`src/rtl/adder_arbiter.sv`:
```
// adder_arbiter: round-robin arbiter in front of one shared 32-bit adder.
// Requesters present operands on a valid/ready handshake. One requester is
// granted per cycle, its operands are added, and the registered sum is held
// in a single-entry response slot tagged with the requester index until the
// consumer takes it.
//
// Optional feature: define ADDER_ARB_FLAGS_EN to add the rsp_flags port,
// which carries {N,Z,C,V} for the registered sum.
module adder_arbiter #(
  parameter int NREQ = 4,
  parameter int IDW  = 2
) (
  input  logic                 clk,
  input  logic                 rst_n,
  input  logic [NREQ-1:0]      req_valid,
  output logic [NREQ-1:0]      req_ready,
  input  logic [32*NREQ-1:0]   req_a,
  input  logic [32*NREQ-1:0]   req_b,
  output logic                 rsp_valid,
  input  logic                 rsp_ready,
  output logic [31:0]          rsp_data,
  output logic [IDW-1:0]       rsp_id
`ifdef ADDER_ARB_FLAGS_EN
  ,output logic [3:0]          rsp_flags
`endif
);

  typedef enum logic {
    EMPTY = 1'b0,
    FULL  = 1'b1
  } state_e;

  state_e         state_q, state_d;
  logic [IDW-1:0] ptr_q, ptr_d;
  logic [31:0]    data_q, data_d;
  logic [IDW-1:0] id_q, id_d;

  logic           found;
  logic [IDW-1:0] win;
  logic           slot_free;
  logic           grant_en;
  logic           accept;
  logic [31:0]    a_sel;
  logic [31:0]    b_sel;
  logic [32:0]    sum_w;

  assign rsp_valid = (state_q == FULL);
  assign rsp_data  = data_q;
  assign rsp_id    = id_q;

  // A new response may be loaded when the slot is empty or is being drained now.
  assign slot_free = (state_q == EMPTY) | (rsp_valid & rsp_ready);

  // Round-robin search: first valid requester at or above ptr, then wrap to
  // the ones below ptr. Indices >= NREQ do not exist, so they are never granted.
  always_comb begin
    // NOTE: every combinational output gets a default before any branch so
    // that no path leaves it unassigned, which would infer a latch.
    found = 1'b0;
    win   = '0;
    for (int j = 0; j < NREQ; j++) begin
      if (!found && req_valid[j] && (IDW'(j) >= ptr_q)) begin
        found = 1'b1;
        win   = IDW'(j);
      end
    end
    for (int j = 0; j < NREQ; j++) begin
      if (!found && req_valid[j] && (IDW'(j) < ptr_q)) begin
        found = 1'b1;
        win   = IDW'(j);
      end
    end
  end

  // Grant depends only on req_valid, slot state and reset, never on operands.
  // Gating with rst_n keeps every grant low while reset is held.
  assign grant_en = found & slot_free & rst_n;

  // One-hot grant vector for the winner.
  always_comb begin
    req_ready = '0;
    for (int j = 0; j < NREQ; j++) begin
      req_ready[j] = grant_en && (win == IDW'(j));
    end
  end

  assign accept = grant_en;

  // Operand mux: pick the winning requester's 32-bit slice of each bus.
  always_comb begin
    a_sel = '0;
    b_sel = '0;
    for (int j = 0; j < NREQ; j++) begin
      if (win == IDW'(j)) begin
        a_sel = req_a[32*j +: 32];
        b_sel = req_b[32*j +: 32];
      end
    end
  end

  // 33-bit sum keeps the carry out of bit 31 for the optional flags.
  assign sum_w = {1'b0, a_sel} + {1'b0, b_sel};

  // Next-state logic for the slot FSM, response registers and pointer.
  always_comb begin
    state_d = state_q;
    ptr_d   = ptr_q;
    data_d  = data_q;
    id_d    = id_q;
    if (accept) begin
      // Reload covers the simultaneous drain-and-accept case as well.
      state_d = FULL;
      data_d  = sum_w[31:0];
      id_d    = win;
      ptr_d   = (win == IDW'(NREQ - 1)) ? '0 : win + IDW'(1);
    end else if (rsp_valid && rsp_ready) begin
      state_d = EMPTY;
    end
  end

  // Slot FSM, response registers and round-robin pointer.
  always_ff @(posedge clk or negedge rst_n) begin
    if (!rst_n) begin
      state_q <= EMPTY;
      ptr_q   <= '0;
      data_q  <= '0;
      id_q    <= '0;
    end else begin
      // NOTE: sequential state uses non-blocking assignments so every
      // register samples the pre-edge values regardless of statement order.
      state_q <= state_d;
      ptr_q   <= ptr_d;
      data_q  <= data_d;
      id_q    <= id_d;
    end
  end

`ifdef ADDER_ARB_FLAGS_EN
  logic [3:0] flags_q, flags_d;

  // {N,Z,C,V} of the winning addition, loaded with the sum and held with it.
  always_comb begin
    flags_d = flags_q;
    if (accept) begin
      flags_d[3] = sum_w[31];
      flags_d[2] = (sum_w[31:0] == 32'd0);
      flags_d[1] = sum_w[32];
      flags_d[0] = (a_sel[31] == b_sel[31]) && (sum_w[31] != a_sel[31]);
    end
  end

  // Flags register, reset and loaded in step with rsp_data.
  always_ff @(posedge clk or negedge rst_n) begin
    if (!rst_n) begin
      flags_q <= '0;
    end else begin
      flags_q <= flags_d;
    end
  end

  assign rsp_flags = flags_q;
`endif

endmodule

```
`config.mk`:
```
export PLATFORM = sky130hd
export DESIGN_NAME = adder_arbiter
export DESIGN_NICKNAME = d
export VERILOG_FILES = /design/src/rtl/adder_arbiter.sv
export SDC_FILE = /design/constraint.sdc
export NUM_CORES = 1
export LEC_CHECK = 0
export ABC_AREA = 1
export ABC_CLOCK_PERIOD_IN_PS = 6350
export BUFFER_PORTS_ARGS = -buffer_cell sky130_fd_sc_hd__clkbuf_2
export CAP_MARGIN = 10
export CORE_AREA = 2 2 116 118
export DETAILED_ROUTE_END_ITERATION = 6
export DIE_AREA = 0 0 118 120
export GPL_TIMING_DRIVEN = 0
export PLACE_DENSITY = 0.85
export SLEW_MARGIN = 10
export SYNTH_ARGS = -nofsm -noshare
export SYNTH_HDL_FRONTEND = slang
export SYNTH_SLANG_ARGS = --single-unit
```
`constraint.sdc`:
```
create_clock -name clk -period 6.35 [get_ports clk]
set_clock_uncertainty 0.15 [all_clocks]
set_input_delay 0.3175 -clock clk [delete_from_list [all_inputs] [get_ports clk]]
set_output_delay 0.3175 -clock clk [all_outputs]
set_load 0.005 [all_outputs]
```
Yosys cells after proc, flatten, opt, wreduce, memory -nomap -nowiden
Cells that the tools add are included.

storage, ports and cells
  register bits = 37
  output and inout bits = 39

operators by class
  add/subtract/negate cells = 2
  order comparisons = 8
  equality and inequality tests = 3
  multiplexer cells = 26
  bitwise gates (word level) = 5
  reductions and logical operators = 29

operators with widths
  cell                 count
  $mux 32              8
  $add 32x32->32       1
  $logic_and 1x1->1    20
  $mux 2               7
  $mux 1               11
  $logic_not 1->1      7
  $eq 2x2->1 const B   2
  $ge 1x2->1 const A   2
  $ge 2x2->1 const A   2
  $lt 1x2->1 const A   2
  $lt 2x2->1 const A   2
  $and 1x1->1          3
  $add 2x1->2 const B  1
  $eq 2x1->1 const B   1
  $logic_not 2->1      1
  $reduce_bool 2->1    1
  $not 1->1            1
  $or 1x1->1           1

Logic depth before layout (Yosys ltp)
  depth in word-level cells = 37
  mapped depth = 29
  depth with buffers taken out = 29

Worst setup path before layout
OpenSTA, ideal clock, no wires.

  path type = register -> register
  from = reg ptr_q[1]
  to = reg data_q[20] (netlist: rsp_data[20])
  library setup time = 0.117 ns
  arrival time = 3.361 ns
  required time = 6.083 ns
  setup slack = 2.722 ns
  cell stages (with the launch flop) = 27
  path through = dfrtp_1 inv_1 nand2_1 nand3_1 nor2_2 nand2_1 nor2_1 nand2_1 nand2_1 inv_1 ha_1 clkbuf_1 clkbuf_1 a221oi_1 o31ai_1 ha_1 fa_1 nand3_1 nand3_1 nand2_1 nand2_1 nand2_1 nand2_1 nand2_1 nand3_1 nand3_1 nand2_1

on the way
  cells in the longest elaborated chain, start to end = 37
  elaborated cells between the ends (all ways) = 60

RTL lines
  item                             line  RTL
  start, declared                  34    logic [IDW-1:0] ptr_q, ptr_d;
  start signal, assigned           132   ptr_q <= ptr_d;
  $ge 1x2->1                       62    if (!found && req_valid[j] && (IDW'(j) >= ptr_q)) begin
  $logic_and 1x1->1                62
  $mux 1                           62
  $logic_not 1->1                  62
  $logic_and 1x1->1 (2 in series)  62
  $mux 1                           62
  $logic_not 1->1                  62
  $logic_and 1x1->1 (2 in series)  62
  [16 not listed]                  -
  $mux 1                           68    if (!found && req_valid[j] && (IDW'(j) < ptr_q)) begin
  $logic_not 1->1                  68
  $logic_and 1x1->1 (2 in series)  68
  $mux 2 (*)                       68
  via win[1]                       39    logic [IDW-1:0] win;
  $logic_not 2->1                  94    if (win == IDW'(j)) begin
  $mux 32 (4 in series)            94
  $add 32x32->32 (*)               102   assign sum_w = {1'b0, a_sel} + {1'b0, b_sel};
  end signal, assigned             133   data_q <= data_d;
  end, declared                    35    logic [31:0] data_q, data_d;

The timed path passes the listed nets; every way through them passes the cells marked *.
A chain may end at the register's enable or synchronous reset.

Worst setup path in the final report
Ends and elaborated chain as after synthesis.

==> results.sh <==
export IMPL_result_of_the_run="finished clean"
export IMPL_synthDominantCellAreaShare_pct=23.2
export IMPL_globalRouteTotalUtil_pct=33.0
export IMPL_area_of_all_sequential_standard_cells_um2=926
export IMPL_areaGrowthSynthToFinish_pct=33.4
export IMPL_floorplan_die_height_um=120
export IMPL_tns_ns=0
export IMPL_worst_slew_margin_rel_pct=16.4
export IMPL_mappedNetlistArea_um2=5630
export IMPL_first_global_vias=7530
export IMPL_power_density_nw_per_um2=688
export IMPL_dr_pass1_iters=5
export IMPL_critical_path_data_arrival_time_ns=5.14
export IMPL_detailroute_wirelength_met2_mm=11.1
export IMPL_min_path_type="input pin to async pin"
export IMPL_antenna_violations_before_repair=0
export IMPL_critical_path_max_fanout=10
export IMPL_floorplan_rows=42
export IMPL_startpoint_type="register"
export IMPL_antenna_diode_count=0
export IMPL_globalplace_congestion=0.992
export IMPL_worst_skew_pair_late_latency_ns=0.28
export IMPL_synth_yosys_seq_area_share_pct=16.4
export IMPL_final_cell_mix="nand2_1, clkbuf_2, inv_1, nor2_1, a21oi_1"
export IMPL_cts_num_sinks=37
export IMPL_type_of_the_setup_path_with_the_least_slack="register to register"
export IMPL_die_width_um=118
export IMPL_placeableCoreArea_um2=13000
export IMPL_syn_nets=1305
export IMPL_num_nets_final=1613
export IMPL_cts_resized=0
export IMPL_worst_path_buf_inv=3
export IMPL_syn_instance_count=1006
export IMPL_via_per_inst=5.25
export IMPL_timing_critical_path_required_ns=6.37
export IMPL_fraction_of_the_cycle_the_final_worst_path_needs_pct=80.8
export IMPL_cpLargestDelayFamily="simple AND/OR/NAND/NOR gates"
export IMPL_num_fill_cells=1330
export IMPL_finalMaxSlewViolations=0
export IMPL_cp_dominant_cell_by_count="nand2_1"
export IMPL_drt_drc_violations_left=0
export IMPL_layout_min_cycle_time_ns=5.13
export IMPL_grt_setup_unrepaired="no"
export IMPL_setup_viol=0
export IMPL_post_dp_hpwl_mm=20.1
export IMPL_worst_path_stages=27
export IMPL_leakage_power_of_the_design_uw=0.00442
export IMPL_floorplan_initialDensity_pct=43.4
export IMPL_slowest_delay_ns=0.95
export IMPL_port_buffers=301
export IMPL_largest_net_degree_at_the_start_of_global_routing=39
export IMPL_fp_dieArea_um2=14200
export IMPL_max_clock_freq_mhz=195
export IMPL_final_core_util_pct=57.9
export IMPL_syn_avg_cell_area_um2=5.60
export IMPL_first_iter_violations=549
export IMPL_count_of_state_elements_after_synthesis=37
export IMPL_r2r_worst_path_cells=27
export IMPL_cts_buffer_depth=2
export IMPL_multi_input_area_um2=4070
export IMPL_final_common_cell="nand2_1"
export IMPL_synth_yosys_warnings=0
export IMPL_tritoncts="built"
export IMPL_cts_root_buf="clkbuf_16"
export IMPL_wl_met1_mm=9.77
export IMPL_drive_gt1_share_pct=24.8
export IMPL_grt_pass1_wl_mm=37.2
export IMPL_clk_transition_reported_paths_ns=0.06
export IMPL_ioPinCount=302
export IMPL_wl_met3_mm=1.67
export IMPL_cap_viol_max_count=0
export IMPL_cts_made_buffers=5
export IMPL_drt_antenna_violating_nets=0
export IMPL_cts_htree_levels=2
export IMPL_crit_slowest_cell="nor2_1"
export IMPL_synth_cell_type_count=28
export IMPL_postLayoutSetupSlackWorst_ns=1.22
export IMPL_dp_slack_ns=1.37
export IMPL_post_dr_wirelength_cell_um=15.8
export IMPL_critPathCaptureType="register"
export IMPL_timing_final_hold_violations=0
export IMPL_cts_hold_buffers=0
export IMPL_vias=7831
export IMPL_cts_repair_timing_setup_buffer_count=0
export IMPL_drt_total_wl_mm=23.6
export IMPL_ir_worst_vdd_uv=320
export IMPL_maxUsedRoutingLayer="met4"
export IMPL_tightestPinTransition_ns=1.25
export IMPL_yosys_area_top_type="nand2_1"
export IMPL_netlist_top_cells_area="nand2_1, dfrtp_1, ha_1"
export IMPL_grt_overflow_total=0
==> stage by stage <==
| step | power (uW) | instance area (um2) | hold WS [ns] | cells |
|---|---|---|---|---|
| finish | 5170 | 7520 | 0.0300 | 1491 |
| global route | 5740 | 7520 | 0.0867 | 1491 |
| CTS | 5120 | 7520 | 0.0563 | 1491 |
| detailed placement | 4820 | 7360 | 0.319 | 1483 |
| global placement | 4760 | 7360 | 0.316 | 1483 |
| floorplan | 3540 | 5630 | -0.128 | 1006 |
==> synth_stat cells <==
| master | instances |
|---|---|
| a21o_1 | 1 |
| a21oi_1 | 72 |
| a221oi_1 | 14 |
| a22oi_1 | 48 |
| and2_1 | 3 |
| and3_1 | 1 |
| buf_1 | 4 |
| buf_2 | 9 |
| buf_6 | 4 |
| clkbuf_1 | 29 |
| dfrtp_1 | 37 |
| fa_1 | 1 |
| ha_1 | 35 |
| inv_1 | 110 |
| inv_2 | 2 |
| nand2_1 | 348 |
| nand2_2 | 1 |
| nand3_1 | 55 |
| nand4_1 | 6 |
| nor2_1 | 104 |
| nor2_2 | 1 |
| nor3_1 | 14 |
| nor3b_1 | 1 |
| o21a_1 | 1 |
| o21ai_0 | 70 |
| o21bai_1 | 5 |
| o31ai_1 | 14 |
| xnor2_1 | 16 |
==> routing by layer <==
metal / up-vias / GRT usage (%)
met5: - / 0
met4: 0 / 13.6
met3: 66 / 6.37
met2: 352 / 58.0
met1: 3484 / 39.4
li1: 3929 / -
==> logic make-up after synthesis <==
| family | after synthesis | share of synthesized area (%) |
|---|---|---|
| buf+inv | 158 | 11.3 |
| xor+xnor | 16 | 2.49 |
| flops | 37 | 16.4 |
| simple gates | 534 | 37.7 |
| fa+ha+maj | 36 | 8.13 |
| compound gates | 225 | 24.0 |
==> report_power, final <==
part           switching (uW)  leakage [uW]  internal, uW
sequential               64.3      0.000453           359
clock                    94.4     0.0000799           166
combinational            2920       0.00388          1560
==> worst register-to-register path, cell delays in order (launching register included) <==
cell and delay, ns:
dfrtp_1 0.36, inv_1 0.08, nand2_1 0.08, nand3_1 0.11, nor2_2 0.11, nand2_1 0.06, nor2_1 0.13, nand2_1 0.06
nand2_1 0.12, inv_1 0.11, ha_1 0.21, nor2_1 0.95, buf_2 0.40, a221oi_1 0.13, o31ai_1 0.26, ha_1 0.33
fa_1 0.33, nand3_1 0.10, nand3_1 0.17, nand2_1 0.07, nand2_1 0.15, nand2_1 0.07, nand2_1 0.09, nand2_1 0.08
nand2_1 0.07, nand2_1 0.05, nand3_1 0.12, nand2_1 0.07
==> final cells by class <==
cell class / count / area share [%]
well taps: 176 / 2.93
multi-input cells: 811 / 54.2
clock inverters: 1 / 0.0666
repair buffers: 301 / 20.0
flip-flops and latches: 37 / 12.3
clock buffers: 7 / 2.03
plain buffers: 46 / 2.85
inverters: 112 / 5.59
==> path summary, 6_finish.rpt <==
kind,from,endpoint,slack (ns)
max reg2reg,ptr_q[1]$_DFFE_PN0P_,rsp_data[20]$_DFFE_PN0P_,1.22
min,rst_n,rsp_valid$_DFFE_PN0P_,0.03
min in group clk,rsp_ready,rsp_valid$_DFFE_PN0P_,0.08
min reg2reg,rsp_data[27]$_DFFE_PN0P_,rsp_data[27]$_DFFE_PN0P_,0.33
max,ptr_q[1]$_DFFE_PN0P_,rsp_data[20]$_DFFE_PN0P_,1.22
max in group asynchronous,rst_n,rsp_data[26]$_DFFE_PN0P_,5.44
==> state kept, by name, indices dropped and copies added, names as in the netlist <==
name and count:
rsp_id 2, rsp_data 32, rsp_valid 1, ptr_q 2
Note: power is estimated with default switching activity, not from simulation.
